==> src/rtl/arch_defs_pkg.sv <==
// arch_defs_pkg: MMIO register offsets, STATUS bit positions and UART TX state encoding
// shared by mmio_uart_tx and uart_tx_core.
package arch_defs_pkg;
    localparam logic [1:0] MMIO_OFF_TXDATA = 2'd0;
    localparam logic [1:0] MMIO_OFF_STATUS = 2'd1;
    localparam logic [1:0] MMIO_OFF_LED    = 2'd2;
    localparam int STAT_BUSY  = 0;
    localparam int STAT_FULL  = 1;
    localparam int STAT_EMPTY = 2;
    localparam int STAT_OVF   = 3;
    typedef enum logic [2:0] {IDLE, START, DATA, PARITY, STOP} uart_tx_state_t;
endpackage

==> src/rtl/uart_tx_core.sv <==
// uart_tx_core: serialiser (8N1, or 8E1 when MMIO_UART_PARITY_EN is defined) that pulls
// bytes through a valid/ready pop interface.
module uart_tx_core
    import arch_defs_pkg::*;
#(
    parameter int CLKS_PER_BIT = 104
) (
    input  logic       clk,
    input  logic       reset,
    input  logic       pop_valid,
    input  logic [7:0] pop_data,
    output logic       pop_ready,
    output logic       uart_tx,
    output logic       busy
);
    localparam int CW = $clog2(CLKS_PER_BIT);
    uart_tx_state_t state, state_n;
    logic [CW-1:0] baud_cnt;
    logic [2:0] bit_idx;
    logic [7:0] shift;
    logic tc;
    assign tc = baud_cnt == CW'(CLKS_PER_BIT - 1);
    assign busy = state != IDLE;
`ifdef MMIO_UART_PARITY_EN
    logic parity;
    always_ff @(posedge clk) begin
        if (!reset) parity <= 1'b0;
        else if (pop_ready) parity <= ^pop_data;
    end
`endif
    always_comb begin
        state_n = state;
        pop_ready = 1'b0;
        uart_tx = 1'b1;
        case (state)
            IDLE: begin
                pop_ready = pop_valid;
                state_n = pop_valid ? START : IDLE;
            end
            START: begin
                uart_tx = 1'b0;
                state_n = tc ? DATA : START;
            end
            DATA: begin
                uart_tx = shift[0];
`ifdef MMIO_UART_PARITY_EN
                state_n = (tc && bit_idx == 3'd7) ? PARITY : DATA;
`else
                state_n = (tc && bit_idx == 3'd7) ? STOP : DATA;
`endif
            end
`ifdef MMIO_UART_PARITY_EN
            PARITY: begin
                uart_tx = parity;
                state_n = tc ? STOP : PARITY;
            end
`endif
            // Popping at the end of STOP chains frames with no idle gap
            STOP: begin
                pop_ready = tc && pop_valid;
                state_n = tc ? (pop_valid ? START : IDLE) : STOP;
            end
            default: state_n = IDLE;
        endcase
    end
    always_ff @(posedge clk) begin
        if (!reset) begin
            state <= IDLE;
            baud_cnt <= '0;
            bit_idx <= '0;
            shift <= '0;
        end else begin
            state <= state_n;
            baud_cnt <= (state == IDLE || tc) ? '0 : baud_cnt + 1'b1;
            if (pop_ready) begin
                shift <= pop_data;
                bit_idx <= '0;
            end else if (state == DATA && tc) begin
                shift <= shift >> 1;
                bit_idx <= bit_idx + 1'b1;
            end
        end
    end
endmodule

==> src/rtl/mmio_uart_tx.sv <==
// mmio_uart_tx: MMIO LED latch plus FIFO-buffered UART transmitter with STATUS register.
// Define MMIO_UART_PARITY_EN to send even parity (8E1) instead of 8N1.
module mmio_uart_tx
    import arch_defs_pkg::*;
#(
    parameter int CLKS_PER_BIT = 104,
    parameter int FIFO_DEPTH   = 4,
    parameter int DATA_WIDTH   = 8
) (
    input  logic                  clk,
    input  logic                  reset,
    input  logic                  ce,
    input  logic [11:0]           address,
    input  logic                  we,
    input  logic                  re,
    input  logic [DATA_WIDTH-1:0] data_in,
    output logic [DATA_WIDTH-1:0] data_out,
    output logic [DATA_WIDTH-1:0] led_out,
    output logic                  uart_tx,
    output logic                  tx_busy
);
    localparam int AW = $clog2(FIFO_DEPTH);
    logic [7:0] mem [FIFO_DEPTH];
    logic [AW:0] wr_ptr, rd_ptr;
    logic [1:0] off;
    logic wr, rd, full, empty, push, pop, ovf, ovf_set, ovf_clr, core_busy, unused_addr;
    logic [DATA_WIDTH-1:0] status, rd_data;
    assign off = address[1:0];
    assign unused_addr = ^address[11:2];
    assign wr = ce && we;
    assign rd = ce && re && !we;
    assign empty = wr_ptr == rd_ptr;
    assign full = (wr_ptr[AW] != rd_ptr[AW]) && (wr_ptr[AW-1:0] == rd_ptr[AW-1:0]);
    // A simultaneous pop frees the slot, so a write to a full FIFO still lands
    assign push = wr && off == MMIO_OFF_TXDATA && (!full || pop);
    assign ovf_set = wr && off == MMIO_OFF_TXDATA && full && !pop;
    assign ovf_clr = rd && off == MMIO_OFF_STATUS;
    assign tx_busy = core_busy || !empty;
    always_comb begin
        status = '0;
        status[STAT_BUSY] = tx_busy;
        status[STAT_FULL] = full;
        status[STAT_EMPTY] = empty;
        status[STAT_OVF] = ovf;
    end
    assign rd_data = off == MMIO_OFF_STATUS ? status : off == MMIO_OFF_LED ? led_out : '0;
    always_ff @(posedge clk) begin
        if (!reset) begin
            wr_ptr <= '0;
            rd_ptr <= '0;
            ovf <= 1'b0;
            led_out <= '0;
            data_out <= '0;
        end else begin
            if (push) wr_ptr <= wr_ptr + 1'b1;
            if (pop) rd_ptr <= rd_ptr + 1'b1;
            ovf <= ovf_set || (ovf && !ovf_clr);
            if (wr && off == MMIO_OFF_LED) led_out <= data_in;
            if (ce && re) data_out <= we ? '0 : rd_data;
        end
    end
    always_ff @(posedge clk) begin
        if (push) mem[wr_ptr[AW-1:0]] <= data_in[7:0];
    end
    uart_tx_core #(.CLKS_PER_BIT(CLKS_PER_BIT)) u_core (
        .clk(clk),
        .reset(reset),
        .pop_valid(!empty),
        .pop_data(mem[rd_ptr[AW-1:0]]),
        .pop_ready(pop),
        .uart_tx(uart_tx),
        .busy(core_busy)
    );
endmodule

==> config.mk <==
export PLATFORM = sky130hd
export DESIGN_NAME = mmio_uart_tx
export DESIGN_NICKNAME = d
export VERILOG_FILES = /design/src/rtl/arch_defs_pkg.sv /design/src/rtl/uart_tx_core.sv /design/src/rtl/mmio_uart_tx.sv
export SDC_FILE = /design/constraint.sdc
export NUM_CORES = 1
export LEC_CHECK = 0
export BUFFER_PORTS_ARGS = -buffer_cell sky130_fd_sc_hd__buf_4
export CAP_MARGIN = 30
export CORE_MARGIN = 2
export CORE_UTILIZATION = 40
export CTS_BUF_LIST = sky130_fd_sc_hd__clkbuf_4
export CTS_CLUSTER_SIZE = 25
export DETAILED_ROUTE_END_ITERATION = 10
export MAX_ROUTING_LAYER = met4
export SLEW_MARGIN = 30
export SYNTH_ARGS = -nofsm -noshare
export SYNTH_HDL_FRONTEND = slang
export SYNTH_SLANG_ARGS = --single-unit
==> constraint.sdc <==
create_clock -name clk -period 1.9 [get_ports clk]
set_input_delay 0.19 -clock clk [delete_from_list [all_inputs] [get_ports clk]]
set_output_delay 0.19 -clock clk [all_outputs]
set_load 0.05 [all_outputs]
==> metrics.yaml, run 1 <==
run_status:
  outcome: "complete, no violations"
floorplanning:
  start_util_pct: 40.8
  die_w_um: 95.1
  die-height_um: 95.1
  rows: 33
  core_area_mm2: 0.00813
  io_pins: 43
  dieArea_mm2: 0.00904
placed_design:
  gp_congestion: 0.821
  place_hpwl_um: 5200
  port_buffers: 32
critical_path:
  cp-start-kind: "flip-flop"
  cp_slowest_stage_delay_ns: 0.35
  crit_type: "flip-flop to flip-flop"
  worstPathMaxFanout: 13
  critPathCapture: "mem[2][0]$_DFFE_PP_"
  rrSetupSlack_ns: 0.08
  rr_endpoint: "mem[2][0]$_DFFE_PP_"
  crit_family: "simple AND/OR/NAND/NOR gates"
  reg2regPathDepth: 7
  r2r-start: "u_core.baud_cnt[1]$_SDFF_PP0_"
  crit_cells: 7
  worstSetupEndpointType: "flip-flop"
  cp.required_ns: 2.03
  worst-path-buf-inv: 2
  worstPathArrival_ns: 1.95
  worstPathCellList: "ha_1 > and4b_1 > a21oi_2 > buf_6 > a21boi_4 > and2_1 > buf_12"
  startpoint: "u_core.baud_cnt[1]$_SDFF_PP0_"
  worst_path_max_delay_cell: "dfxtp_1"
synthesis:
  mappedNetlistArea_mm2: 0.00332
  synth_area_per_cell_um2: 11.5
  synth_common_cells: "dfxtp_1 (46), edfxtp_1 (32), nand2_1 (31)"
  synth_area_leaders: "edfxtp_1 (29%), dfxtp_1 (28%), mux4_2 (5.4%), nand2_1 (3.5%), nand3_1 (3.3%)"
  synth_edf_count: 32
  synthCells: 289
  synth_top_area_share_pct: 28.9
  post-synth-top-count-cell: "dfxtp_1"
  yosysWarnings: 0
  synth-seq-cells: 78
  yosysTopAreaCell: "edfxtp_1"
  syn_nets: 322
  synth_cell_types: 48
  postSynth.topFlopCell: "dfxtp_1"
  ys_async_sr_fraction_pct: 0
  yosysSeqAreaShare_pct: 56.7
timing:
  finalCritPeriodShare_pct: 95.5
  finalCriticalPeriod_ns: 1.82
  setup_viol: 0
  setup_tns_ns: 0
  tightest_slew_ns: 0.575
  finalHoldViolations: 0
  drv_slew: 0
  slew_headroom_pct: 61.7
  clock_skew_ns: 0.00790
  timing.fmax_mhz: 551
  rsz0062_at_grt: "no"
cells_and_area:
  drive_above_1_share_pct: 26.8
  insertedDiodeCount: 0
  nets: 390
  seqCellArea_mm2: 0.00188
  multi_input_area_mm2: 0.00136
  nFillCells: 726
  areaGrowthSynthToFinish_pct: 23.9
  finish.utilization_pct: 50.6
route:
  wirelength_um: 7280
  post_drt_wl_per_cell_um: 15.6
  drt-vias-per-instance: 5.22
  drtIter0Drc: 84
  drt_pass1_iterations: 5
  antenna_left: 0
  vias: 2436
  drc: 0
clock_tree:
  path_clk_slew_ns: 0.11
  cts.sinks: 78
  cts_root_buf: "clkbuf_4"
  cts_tree: "done"
  insertion_delay_ns: 0.40
  cts_buffers: 9
  htreeDepth: 3
  cts_buffer_depth: 2
power_and_ir_drop:
  p_per_area_mw_per_mm2: 883
  irDropWorstVdd_mv: 0.444
  p_leak_nw: 1.51
global_routing:
  grt_max_degree: 20
  gr-usage-all-layers_pct: 18.2
  antenna_found_initial: 0
  grt_pass1_vias: 2468
  grt-ovfl-total: 0
  grt_pass1_wl_um: 12200
worst_hold_path:
  hold_class: "input port to flip-flop"
flow_run:
  drv_cap: 0
-- area by class of cell --
type                            count  share of cell area [%]
Tap cell                          105                    3.19
Multi-Input combinational cell    186                    33.0
Clock buffer                       10                    1.83
Clock inverter                      6                   0.730
Sequential cell                    78                    45.8
Inverter                            6                   0.548
Timing Repair Buffer               76                    14.9
-- per-stage QoR --
stage | hold WS [ns] | power [mW] | cells | area (µm²) | setup WS [ns]
after floorplan | 0.289 | 2.49 | 289 | 3320 | 0.0933
after global placement | 0.405 | 2.77 | 440 | 3870 | -0.0805
after detailed placement | 0.410 | 2.79 | 440 | 3870 | -0.134
after CTS | 0.113 | 3.63 | 464 | 4080 | 0.00366
after global routing | 0.143 | 3.83 | 467 | 4110 | 0.0129
final | 0.148 | 3.63 | 467 | 4110 | 0.0846
-- cells in the final DEF (no fill, tap or decap), drive strengths merged, types with 2 or more instances in the layout --
cell type    instances
clkbuf              10
mux2                 2
a31oi                6
inv                  6
clkinv               4
or3                  3
nand2               31
edfxtp              32
nor3b                3
mux2i                5
mux4                 8
and3                 7
nor3                 5
clkinvlp             2
dfxtp               46
nand2b               3
xor2                 2
and2                 4
dlygate4sd3          8
a21oi               16
o21ai                6
a22oi                6
nor2                13
o211ai               7
nor2b                3
nand3               23
buf                 68
xnor2                6
a32o                 2
ha                   8
-- report_power, final --
group	leakage, nW	switching, mW	internal, mW	total, mW
registers	0.660	0.0614	1.83	1.89
logic	0.802	0.539	0.394	0.933
clock network	0.0526	0.544	0.267	0.811
total	1.51	1.14	2.49	3.63
-- tightest hold or removal path, stage by stage --
cell     delay, ns
buf_4         0.18
nand2_1       0.08
mux2i_1       0.05
-- how the worst min path moves through the flow --
stage,start,endpoint,slack [ns],depth (start not counted)
floorplan,data_in[0],mem[0][0]$_DFFE_PP_,0.29,0
global placement,data_in[5],mem[1][5]$_DFFE_PP_,0.41,1
detailed placement,data_in[6],mem[1][6]$_DFFE_PP_,0.41,1
CTS,reset,wr_ptr[2]$_SDFFE_PN0P_,0.11,3
global route,reset,u_core.bit_idx[2]$_SDFFE_PP0P_,0.14,2
finish,reset,wr_ptr[2]$_SDFFE_PN0P_,0.15,3
-- kinds of logic after synthesis --
kind of cell    Yosys count  synth area share, %
compound gates           54                 11.0
xor+xnor                  8                 2.11
fa+ha+maj                 8                 3.02
buf+inv                  25                 3.17
flops                    78                 56.7
mux                      15                 7.61
simple gates            101                 16.4
-- repair_timing --
action                                  CTS  global route
resized for setup                         5             3
hold endpoints to repair                 32             0
hold buffers                              8             0
endpoints found under the setup margin   34            25
setup buffers                             0             3
pin swaps                                 1             2
-- registers in the layout, summed over array words and instances (netlist names), named ones only --
name             flops
ovf                  1
u_core.baud_cnt      7
wr_ptr               3
u_core.bit_idx       3
mem                 32
data_out             8
led_out              8
rd_ptr               3
u_core.shift         8
u_core.state         3
-- routing by layer --
metal	global-route usage, %	wire length, µm
met5	-	0
met4	5.56	74
met3	3.79	247
met2	29.3	3550
met1	23.1	3410
Power figures use the tool's default switching activity.
==> inputs of run 2 (changes only) <==
Settings changed: CORE_MARGIN 2 to not set, SYNTH_HIERARCHICAL set to 1.
==> run 2 against run 1 <==
The run now ends with setup timing left. Power rose by 8.4%. Routed wire length fell by 10%. Clock power rose by 27%. Critical path type unchanged. Critical path depth rose by 2. Largest power group unchanged. Sequential power rose by 3%.
==> metrics.yaml, run 2 <==
run_status:
  outcome: "finished, violations left"  # was complete, no violations
  failed_checks: "setup timing"
timing:
  clock_skew_ns: 0.0209  # was 0.00790 ns
  setup_viol: 17  # was 0
  finalHoldViolations: 0  # unchanged
  setup_tns_ns: -0.292  # was 0 ns
  slew_headroom_pct: 72.4  # was 61.7%
  drv_slew: 0  # unchanged
  finalCritPeriodShare_pct: 101  # was 95.5%
  rsz0062_at_grt: "yes"  # was no
  worst_slack_ns: -0.0275  # was 0.0846 ns
  finalCriticalPeriod_ns: 1.93  # was 1.82 ns
  timing.fmax_mhz: 519  # was 551 MHz
  tightest_slew_ns: 0.414  # was 0.575 ns
floorplanning:
  io_pins: 43  # unchanged
  start_util_pct: 41.9  # was 40.8%
  die-height_um: 92.4  # was 95.1 µm
  die_w_um: 92.4  # was 95.1 µm
  rows: 32  # was 33
  dieArea_mm2: 0.00854  # was 0.00904 mm²
  core_area_mm2: 0.00781  # was 0.00813 mm²
synthesis:
  post-synth-top-count-cell: "dfxtp_1"  # unchanged
  synthCells: 261  # was 289
  yosysTopAreaCell: "edfxtp_1"  # unchanged
  synth-seq-cells: 78  # unchanged
  synth_cell_types: 50  # was 48
  synth_area_per_cell_um2: 12.5  # was 11.5 µm²
  yosysWarnings: 6  # was 0
  syn_nets: 294  # was 322
  synth_area_leaders: "edfxtp_1 (29%), dfxtp_1 (28%), mux4_2 (5.5%), nand2_1 (3.7%), ha_1 (3.1%)"  # was edfxtp_1 (29%), dfxtp_1 (28%), mux4_2 (5.4%), nand2_1 (3.5%), nand3_1 (3.3%)
  mappedNetlistArea_mm2: 0.00327  # was 0.00332 mm²
  synth_edf_count: 32  # unchanged
  synth_top_area_share_pct: 29.4  # was 28.9%
  yosysSeqAreaShare_pct: 57.6  # was 56.7%
  ys_async_sr_fraction_pct: 0  # unchanged
  synth_common_cells: "dfxtp_1 (46), edfxtp_1 (32), nand2_1 (32)"  # was dfxtp_1 (46), edfxtp_1 (32), nand2_1 (31)
  postSynth.topFlopCell: "dfxtp_1"  # unchanged
route:
  post_drt_wl_per_cell_um: 14.5  # was 15.6 µm
  drc: 0  # unchanged
  drt-vias-per-instance: 5.00  # was 5.22
  drtIter0Drc: 80  # was 84
  wirelength_um: 6530  # was 7280 µm
  vias: 2250  # was 2436
  antenna_left: 0  # unchanged
  drt_pass1_iterations: 4  # was 5
cells_and_area:
  drive_above_1_share_pct: 39.4  # was 26.8%
  finish.utilization_pct: 54.5  # was 50.6%
  layout_commonest_cell: "buf_4"  # unchanged
  nets: 376  # was 390
  areaGrowthSynthToFinish_pct: 30.2  # was 23.9%
  insertedDiodeCount: 0  # unchanged
  final_cell_mix: "buf_4 (72), dfxtp_1 (37), edfxtp_1 (32), nand2_1 (30)"  # was buf_4 (64), dfxtp_1 (46), edfxtp_1 (32), nand2_1 (31), nand3_1 (22)
  largest_reg_flops: 32  # unchanged
  nFillCells: 689  # was 726
critical_path:
  worst-path-buf-inv: 1  # was 2
  cp_common_cell: "nand2_2"
  crit_type: "flip-flop to flip-flop"  # unchanged
  worstPathArrival_ns: 2.10  # was 1.95 ns
  worst_path_max_delay_cell: "dfxtp_4"  # was dfxtp_1
  crit_family: "simple AND/OR/NAND/NOR gates"  # unchanged
  cp_slowest_stage_delay_ns: 0.38  # was 0.35 ns
  rrSetupSlack_ns: -0.03  # was 0.08 ns
  cp.required_ns: 2.08  # was 2.03 ns
  cp-start-kind: "flip-flop"  # unchanged
  worstPathCellList: "xor2_4 > nor2_2 > nand2_2 > nand2_2 > or2_4 > inv_6 > nor4_4 > nor2b_4 > and2_4"  # was ha_1 > and4b_1 > a21oi_2 > buf_6 > a21boi_4 > and2_1 > buf_12
  worstPathMaxFanout: 8  # was 13
  worstSetupEndpointType: "flip-flop"  # unchanged
clock_tree:
  cts_root_buf: "clkbuf_4"  # unchanged
  cts_buffer_depth: 2  # unchanged
  cts.sinks: 78  # unchanged
  htreeDepth: 3  # unchanged
  insertion_delay_ns: 0.42  # was 0.40 ns
  path_clk_slew_ns: 0.13  # was 0.11 ns
  cts_tree: "done"  # unchanged
  cts_buffers: 9  # unchanged
placed_design:
  dp_slack_ns: -0.102  # was -0.134 ns
  port_buffers: 32  # unchanged
  gp_congestion: 0.796  # was 0.821
  place_hpwl_um: 4480  # was 5200 µm
worst_hold_path:
  hold_class: "input port to flip-flop"  # unchanged
global_routing:
  grt-ovfl-total: 0  # unchanged
  grt_pass1_vias: 2287  # was 2468
  antenna_found_initial: 0  # unchanged
  grt_max_degree: 46  # was 20
  gr-usage-all-layers_pct: 17.2  # was 18.2%
  grt_pass1_wl_um: 10800  # was 12200 µm
power_and_ir_drop:
  p_leak_nw: 1.65  # was 1.51 nW
  p_per_area_mw_per_mm2: 925  # was 883 mW/mm²
  p_total_mw: 3.94  # was 3.63 mW
  irDropWorstVdd_mv: 0.623  # was 0.444 mV
flow_run:
  drv_cap: 0  # unchanged
-- run 2: what timing repair did --
action,CTS,global route
setup endpoints to repair,34,31
pin swaps,3,5
gates resized for setup,7,7
hold endpoints to repair,32,0
hold buffers,8,0
setup buffers,8,6
-- run 2: cell type report --
type	count	area [µm²]	area share, %
sequential	78	1900	44.7
clock inverter	7	77.6	1.82
multi-input combinational	166	1410	33.1
tap	102	128	3.00
inverter	6	27.5	0.647
clock buffer	9	67.6	1.59
timing repair buffer	82	643	15.1
-- run 2: worst register-to-register path, cell delays in order (launching register included) --
cell     delay (ns)
dfxtp_4        0.38
xor2_4         0.18
nor2_2         0.15
nand2_2        0.08
nand2_2        0.07
or2_4          0.13
inv_6          0.03
nor4_4         0.37
nor2b_4        0.09
and2_4         0.20
-- run 2: layer usage --
| layer | wire length [µm] | global-route usage [%] | up-vias | part of all wire, % |
|---|---|---|---|---|
| met5 | 0 | - | - | 0 |
| met4 | 67 | 5.08 | 0 | 1.0 |
| met3 | 225 | 4.68 | 5 | 3.4 |
| met2 | 3280 | 28.3 | 33 | 50 |
| met1 | 2970 | 20.8 | 1095 | 45 |
| li1 | - | - | 1117 | - |
-- run 2: logic make-up after synthesis --
family / Yosys count / synth area share [%]
buffers and inverters: 17 / 2.30
AO/OA/AOI/OAI: 42 / 11.0
XOR/XNOR: 12 / 3.22
multiplexers: 15 / 7.73
flip-flops: 78 / 57.6
adder cells (fa/ha/maj): 8 / 3.06
AND/OR/NAND/NOR: 89 / 15.1
-- run 2: through the flow --
stage / area, µm² / hold WS, ns / instances
2_1_floorplan: 3340 / 0.289 / 261
3_3_place_gp: 3870 / 0.404 / 412
3_5_place_dp: 3870 / 0.408 / 412
4_1_cts: 4190 / 0.187 / 444
5_1_grt: 4250 / 0.225 / 450
6_report: 4250 / 0.224 / 450
-- run 2: path summary, 6_finish.rpt --
check,startpoint,endpoint,cells after the start
worst max-delay path,wr_ptr[1]$_SDFFE_PN0P_,mem[0][1]$_DFFE_PP_,9
worst min-delay path,address[1],ovf$_SDFF_PN0_,5
worst max register to register,wr_ptr[1]$_SDFFE_PN0P_,mem[0][1]$_DFFE_PP_,9
worst min register to register,data_out[3]$_SDFFE_PN0N_,data_out[3]$_SDFFE_PN0N_,2
-- run 2: power breakdown --
part	internal [mW]	switching (mW)
registers	1.86	0.0809
clock network	0.417	0.615
logic	0.512	0.455
==> inputs of run 3 (changes only) <==
Settings changed: CORE_UTILIZATION 40 to 35, SLEW_MARGIN 30 to 20.
==> run 3 against run 2 <==
The run now ends clean. Register-to-register slack improved by 0.08 ns. First-iteration DRC count increased by 3.8%. Clock skew decreased by 0.0018 ns. Setup slack improved by 0.072 ns. Non-clock buffer count decreased by 8. Combinational power decreased by 9.2%. Via count decreased by 2.4%. Power decreased by 3.2%. Maximum frequency increased by 3.9%. Sequential share of layout area increased by 0.42 points. Hold slack got worse by 0.043 ns. Clock power decreased by 4%. Critical endpoint is now tx_busy.
==> metrics.yaml, run 3 (synthesis results as in run 2) <==
critical_path:
  r2r-start: "u_core/baud_cnt[4]$_SDFF_PP0_"  # was wr_ptr[1]$_SDFFE_PN0P_
  worstPathArrival_ns: 1.67  # was 2.10 ns
  worstPathMaxFanout: 2  # was 8
  cp-start-kind: "flip-flop"  # unchanged
  crit_type: "flip-flop to primary output"  # was flip-flop to flip-flop
  reg2regPathDepth: 7  # was 9
  worst-path-buf-inv: 3  # was 1
  rr_endpoint: "mem[0][0]$_DFFE_PP_"  # was mem[0][1]$_DFFE_PP_
  crit_family: "flip-flops"  # was simple AND/OR/NAND/NOR gates
  rrSetupSlack_ns: 0.05  # was -0.03 ns
  worstPathCellList: "xor2_4 > buf_4 > nor4_4 > inv_1 > buf_6"  # was xor2_4 > nor2_2 > nand2_2 > nand2_2 > or2_4 > inv_6 > nor4_4 > nor2b_4 > and2_4
  cp.required_ns: 1.71  # was 2.08 ns
  worstSetupEndpointType: "primary output"  # was flip-flop
  cp_slowest_stage_delay_ns: 0.39  # was 0.38 ns
  crit_cells: 5  # was 9
  worst_path_max_delay_cell: "dfxtp_4"  # unchanged
power_and_ir_drop:
  sw_frac_of_total_pct: 31.1  # was 29.2%
  seqPwrFrac_pct: 51.0  # was 49.2%
  p_clk_share_pct: 25.9  # was 26.2%
  p_leak_nw: 1.61  # was 1.65 nW
  p_per_area_mw_per_mm2: 904  # was 925 mW/mm²
  irDropWorstVdd_mv: 0.425  # was 0.623 mV
  internal_power_mw: 2.62  # was 2.79 mW
  combPwrFrac_pct: 23.0  # was 24.6%
  p_total_mw: 3.81  # was 3.94 mW
  p_sw_mw: 1.19  # was 1.15 mW
clock_tree:
  cts.sinks: 78  # unchanged
  cts_root_buf: "clkbuf_4"  # unchanged
  cts_tree: "done"  # unchanged
  insertion_delay_ns: 0.44  # was 0.42 ns
  path_clk_slew_ns: 0.14  # was 0.13 ns
  cts_buffers: 9  # unchanged
  htreeDepth: 3  # unchanged
  cts_buffer_depth: 2  # unchanged
floorplanning:
  io_pins: 43  # unchanged
  rows: 34  # was 32
  die_w_um: 98.6  # was 92.4 µm
  die-height_um: 98.6  # was 92.4 µm
  start_util_pct: 36.8  # was 41.9%
  dieArea_mm2: 0.00973  # was 0.00854 mm²
  core_area_mm2: 0.00889  # was 0.00781 mm²
cells_and_area:
  drive_above_1_share_pct: 37.4  # was 39.4%
  nets: 368  # was 376
  layout.cells.non_filler: 448  # was 450
  largest_reg_flops: 32  # unchanged
  final_area_mm2: 0.00421  # was 0.00425 mm²
  finish.utilization_pct: 47.4  # was 54.5%
  insertedDiodeCount: 0  # unchanged
  final_cell_mix: "buf_4 (63), dfxtp_1 (39), edfxtp_1 (32), nand2_1 (30)"  # was buf_4 (72), dfxtp_1 (37), edfxtp_1 (32), nand2_1 (30)
  areaGrowthSynthToFinish_pct: 28.9  # was 30.2%
  layout_commonest_cell: "buf_4"  # unchanged
route:
  drt-vias-per-instance: 4.90  # was 5.00
  wirelength_um: 6300  # was 6530 µm
  post_drt_wl_per_cell_um: 14.1  # was 14.5 µm
  antenna_left: 0  # unchanged
  vias: 2197  # was 2250
  drc: 0  # unchanged
  drt_pass1_iterations: 4  # unchanged
  drtIter0Drc: 83  # was 80
placed_design:
  port_buffers: 32  # unchanged
  place_hpwl_um: 4480  # about the same
  placed_area_mm2: 0.00388  # was 0.00387 mm²
  gp_congestion: 0.743  # was 0.796
  dp_slack_ns: -0.0441  # was -0.102 ns
  placed_cells: 418  # was 412
flow_run:
  drv_cap: 0  # unchanged
global_routing:
  gr-usage-all-layers_pct: 14.7  # was 17.2%
  grt_pass1_wl_um: 10700  # was 10800 µm
  grt_max_degree: 46  # unchanged
  grt_pass1_vias: 2242  # was 2287
  antenna_found_initial: 0  # unchanged
  grt-ovfl-total: 0  # unchanged
timing:
  setup_viol: 0  # was 17
  clock_skew_ns: 0.0191  # was 0.0209 ns
  whs_ns: 0.181  # was 0.224 ns
  rsz0062_at_grt: "yes"  # unchanged
  finalCritPeriodShare_pct: 97.6  # was 101%
  worst_slack_ns: 0.0448  # was -0.0275 ns
  slew_headroom_pct: 73.1  # was 72.4%
  finalHoldViolations: 0  # unchanged
  setup_tns_ns: 0  # was -0.292 ns
  tightest_slew_ns: 0.398  # was 0.414 ns
  timing.fmax_mhz: 539  # was 519 MHz
  finalCriticalPeriod_ns: 1.86  # was 1.93 ns
  drv_slew: 0  # unchanged
run_status:
  outcome: "complete, no violations"  # was finished, violations left
worst_hold_path:
  hold_depth: 4  # was 5
  hold_start: "address[1]"  # unchanged
  holdPathEnd: "ovf$_SDFF_PN0_"  # unchanged
  hold_class: "input port to flip-flop"  # unchanged
run 3: repair_timing:
action | in CTS | in global routing
resized for setup | 6 | 11
endpoints found under the setup margin | 10 | 30
endpoints found under the hold margin | 32 | 0
setup buffers | 2 | 5
pin swaps | 2 | 6
hold buffers | 8 | 0
run 3: worst reg2reg max path: cells and delay by family (launching register included):
family	cells	cell delay, ns
AOI/OAI and AO/OA	1	0.06
buffers and inverters	1	0.06
DFF	1	0.34
and+or+nand+nor	5	1.10
run 3: how the worst max path moves through the flow:
stage                                 from  slack (ns)             endpoint
floorplan           wr_ptr[0]$_SDFFE_PN0P_       -0.11  mem[0][0]$_DFFE_PP_
global placement    rd_ptr[0]$_SDFFE_PN0P_       -0.01  mem[3][4]$_DFFE_PP_
global route        wr_ptr[0]$_SDFFE_PN0P_       -0.04              tx_busy
detailed placement  rd_ptr[0]$_SDFFE_PN0P_       -0.04  mem[3][4]$_DFFE_PP_
finish              wr_ptr[0]$_SDFFE_PN0P_        0.04              tx_busy
CTS                 wr_ptr[0]$_SDFFE_PN0P_       -0.05              tx_busy
run 3: per-layer routing:
layer | track usage (%) | share of wire [%]
met1 | 17.5 | 46
met4 | 4.25 | 1.0
met3 | 4.61 | 3.8
met2 | 24.0 | 49
met5 | - | 0
run 3: power groups by stage:
stage	Combinational, mW	Clock [mW]	Sequential [mW]
after detailed placement	0.784	0	1.98
final	0.878	0.989	1.94
after global placement	0.775	0	1.97
after global routing	0.956	1.09	1.96
after floorplan	0.517	0	1.96
after CTS	0.843	1.02	1.94
run 3: layout make-up:
class,count,area [µm²]
flip-flops and latches,78,1900
multi-input cells,166,1420
clock inverters,7,71.3
well taps,108,135
repair buffers,74,591
inverters,6,31.3
fillers,811,4680
clock buffers,9,67.6
